File: src/rtl/fifo_ctrl.sv
// Pointer, occupancy and flag controller for the 8-entry FIFO.
// Drives the dual-address FIFO memory's addresses and enables.
module fifo_ctrl #(
  parameter int ADDR_WIDTH = 3
) (
  input  logic                  clk,
  input  logic                  reset,
  input  logic                  push,
  input  logic                  pop,
  input  logic [ADDR_WIDTH:0]   umbral_alto,
  input  logic [ADDR_WIDTH:0]   umbral_bajo,
  output logic [ADDR_WIDTH-1:0] write_ptr,
  output logic [ADDR_WIDTH-1:0] read_ptr,
  output logic                  write_enable,
  output logic                  read_enable,
  output logic [ADDR_WIDTH:0]   fifo_count,
  output logic                  fifo_full,
  output logic                  fifo_empty,
  output logic                  almost_full,
  output logic                  almost_empty,
  output logic                  data_valid,
  output logic                  error
);

  localparam int DEPTH = 1 << ADDR_WIDTH;
  localparam logic [ADDR_WIDTH:0] DEPTH_C =
    (ADDR_WIDTH+1)'(DEPTH);
  localparam logic [ADDR_WIDTH-1:0] PTR_ONE =
    ADDR_WIDTH'(1);
  localparam logic [ADDR_WIDTH:0] CNT_ONE =
    (ADDR_WIDTH+1)'(1);

  logic push_acc;
  logic pop_acc;
  logic rejected;

  // Flags decode registered count only; acceptance from flags.
  always_comb begin
    fifo_full    = (fifo_count == DEPTH_C);
    fifo_empty   = (fifo_count == '0);
    almost_full  = (fifo_count >= umbral_alto);
    almost_empty = (fifo_count <= umbral_bajo);
    pop_acc      = pop & ~fifo_empty;
    push_acc     = push & (~fifo_full | pop_acc);
    rejected     = (push & ~push_acc) | (pop & ~pop_acc);
    write_enable = push_acc;
    read_enable  = pop_acc;
  end

  // Pointer, occupancy, read-valid and error registers.
  always_ff @(posedge clk or posedge reset) begin
    if (reset) begin
      write_ptr  <= '0;
      read_ptr   <= '0;
      fifo_count <= '0;
      data_valid <= 1'b0;
      error      <= 1'b0;
    end else begin
      if (push_acc)
        write_ptr <= write_ptr + PTR_ONE;
      if (pop_acc)
        read_ptr <= read_ptr + PTR_ONE;
      case ({push_acc, pop_acc})
        2'b10:   fifo_count <= fifo_count + CNT_ONE;
        2'b01:   fifo_count <= fifo_count - CNT_ONE;
        default: fifo_count <= fifo_count;
      endcase
      data_valid <= pop_acc;
      error      <= rejected;
    end
  end

endmodule

File: config.mk
export PLATFORM = sky130hd
export DESIGN_NAME = fifo_ctrl
export DESIGN_NICKNAME = d
export VERILOG_FILES = /design/src/rtl/fifo_ctrl.sv
export SDC_FILE = /design/constraint.sdc
export NUM_CORES = 1
export LEC_CHECK = 0
export BUFFER_PORTS_ARGS = -buffer_cell sky130_fd_sc_hd__buf_2
export CORE_MARGIN = 3
export CORE_UTILIZATION = 52
export DETAILED_ROUTE_END_ITERATION = 10
export PLACE_DENSITY = 0.83
export SYNTH_ARGS = -nofsm -noshare
export SYNTH_HDL_FRONTEND = slang
export SYNTH_SLANG_ARGS = --single-unit
File: constraint.sdc
create_clock -name clk -period 4.1 [get_ports clk]
set_input_delay 1.025 -clock clk [delete_from_list [all_inputs] [get_ports clk]]
set_output_delay 1.025 -clock clk [all_outputs]
set_load 0.05 [all_outputs]
==> impl_metrics.env <==
export IMPL_outcome="complete, no violations"
export IMPL_syn_inst=81
export IMPL_postCtsSetupBuffers=0
export IMPL_dieWidth_um=46.7
export IMPL_die_h_um=46.7
export IMPL_dp_hpwl_mm=1.27
export IMPL_worstPathArrival_ps=2280
export IMPL_start_kind="primary input"
export IMPL_htreeDepth=1
export IMPL_port_buffers=29
export IMPL_hp_start="read_ptr[2]$_DFFE_PP0P_"
export IMPL_max_slew_worst_pin_slew_ps=430
export IMPL_required_ps=3070
export IMPL_io_pins=30
export IMPL_design_area_um2=1030
export IMPL_drive_above_1_share_pct=33.3
export IMPL_gp_congestion=0.814
export IMPL_highest_layer="met4"
export IMPL_grt_usage_pct=15.3
export IMPL_timing_fmax_mhz=303
export IMPL_ctsResizeCount=0
export IMPL_final_nets=138
export IMPL_synthesis_nets=106
export IMPL_ys_flop_type="dfrtp_1"
export IMPL_synth_edff_count=0
export IMPL_setup_tns_ps=0
export IMPL_utilization_pct=67.1
export IMPL_async_reset_ff_share_pct=100
export IMPL_cts_root_buffer_cell="clkbuf_4"
export IMPL_min_path_cells=1
export IMPL_cts_hold_buf=0
export IMPL_rr_endpoint="fifo_count[3]$_DFFE_PP0P_"
export IMPL_synth_top_area_cell="dfrtp_1"
export IMPL_syn_to_final_growth_pct=19.9
export IMPL_cts_clk_slew_worst_paths_ps=70
export IMPL_synth_top_area_share_pct=34.8
export IMPL_r2r_start="fifo_count[1]$_DFFE_PP0P_"
export IMPL_routed_via_density=5.22
export IMPL_worstSetupPathType="primary input to primary output"
export IMPL_grt_first_pass_wirelength_mm=2.45
export IMPL_period_share_pct=80.6
export IMPL_antenna_found_initial=0
export IMPL_ant_nets=0
export IMPL_r2r_setup_slack_ps=1280
export IMPL_first_iter_violations=6
export IMPL_coreArea_um2=1540
export IMPL_mostFrequentLayoutCell="buf_2"
export IMPL_numCtsBuffers=3
export IMPL_layout_common_cells="buf_2, ha_1, dfrtp_1, inv_1, nor2_1"
export IMPL_synth_area_leaders="dfrtp_1, ha_1, inv_1"
export IMPL_clk_path_buf_depth=2
export IMPL_drc=0
export IMPL_reg2reg_depth=8
export IMPL_maxCapViolCount=0
export IMPL_diodes=0
export IMPL_finalCriticalPeriod_ps=3300
export IMPL_routed_wl_mm=1.51
export IMPL_synth_area_um2=863
export IMPL_path_max_fanout=2
export IMPL_dr_pass1_iters=3
export IMPL_wire_per_inst_um=11.9
export IMPL_hold_path_class="register to register"
export IMPL_die_area_um2=2190
export IMPL_finalSetupViolations=0
export IMPL_cts_tree="done"
export IMPL_grt_ovfl_total=0
export IMPL_wl_met1_um=665
export IMPL_placed_area_um2=1010
export IMPL_ys_ff_latch=12
export IMPL_report_final_hold_viol_count=0
export IMPL_whs_endpoint="read_ptr[2]$_DFFE_PP0P_"
export IMPL_syn_mean_instance_area_um2=10.7
export IMPL_numClockSinks=12
export IMPL_holdWs_ps=472
export IMPL_yosysWarnings=0
export IMPL_num_rows=14
export IMPL_grt_pass1_vias=606
export IMPL_route_met3_wl_um=75
export IMPL_yosys_cell_types_count=26
export IMPL_rsz0062_at_grt="false"
export IMPL_crit_path_end_kind="primary output"
export IMPL_vias=663
export IMPL_ys_seq_area_share_pct=34.8
export IMPL_grt_max_degree=13
export IMPL_dr_wl_met2_um=754
export IMPL_slew_headroom_pct=71.3
export IMPL_clkLatencyLatePin_ps=260
export IMPL_initial_core_util_pct=56.0
export IMPL_final_setup_skew_ps=3.76
export IMPL_finalMaxSlewViolations=0
## logic make-up (layout without fill, tap and decap cells)
| family | after synthesis | count (layout) | synth area share, % |
|---|---|---|---|
| AND/OR/NAND/NOR | 16 | 16 | 9.28 |
| adder cells (fa/ha/maj) | 13 | 13 | 19.7 |
| AO/OA/AOI/OAI | 13 | 13 | 13.0 |
| buffers and inverters | 13 | 43 | 6.67 |
| flip-flops | 12 | 12 | 34.8 |
| XOR/XNOR | 7 | 7 | 7.10 |
| multiplexers | 7 | 7 | 9.42 |
## worst max-delay path, stage by stage
cell,delay [ps]
buf_2,70
inv_1,30
ha_1,290
nor2b_1,130
o21a_1,160
o21a_1,150
o21ai_0,130
buf_2,280
## cells in the mapped netlist, types with 2 or more instances
cell     count
inv_1       11
o21ai_0      2
ha_1        12
xor2_1       3
a21o_1       4
o21a_1       3
mux2_4       2
dfrtp_1     12
nand2_1      3
nor2b_1      3
nor2_1       5
mux2i_1      4
xnor2_1      4
## worst max-delay path by stage
stage                        start            to  slack, ps
floorplan           umbral_bajo[1]  almost_empty        220
global placement    umbral_bajo[1]  almost_empty        830
detailed placement  umbral_bajo[1]  almost_empty        780
CTS                 umbral_bajo[1]  almost_empty        780
global route        umbral_bajo[1]  almost_empty        720
finish              umbral_bajo[1]  almost_empty        800
## per-stage QoR
| step | std cells | worst slack, ps |
|---|---|---|
| 6_report | 127 | 797 |
| 5_1_grt | 127 | 722 |
| 4_1_cts | 127 | 781 |
| 3_5_place_dp | 124 | 782 |
| 3_3_place_gp | 124 | 827 |
| 2_1_floorplan | 81 | 222 |
## layer usage
layer	track usage [%]	vias to the layer above
met2	28.0	18
met5	0	-
met4	4.97	0
li1	-	335
met1	19.1	308
met3	1.15	2
## registers in the layout, summed over array words and instances, names as in the netlist
name / flops
error: 1
write_ptr: 3
fifo_count: 4
read_ptr: 3
data_valid: 1
## area by class of cell
class / instances / area [um2]
clock buffer: 3 / 22.5
fill: 139 / 507
inverter: 11 / 41.3
sequential: 12 / 300
tap: 16 / 20.0
multi-input combinational: 56 / 505
timing repair buffer: 29 / 145
Power is left out: the tool's default activity adds up to more than one toggle a clock period on the data nets, which glitch-free logic cannot reach.
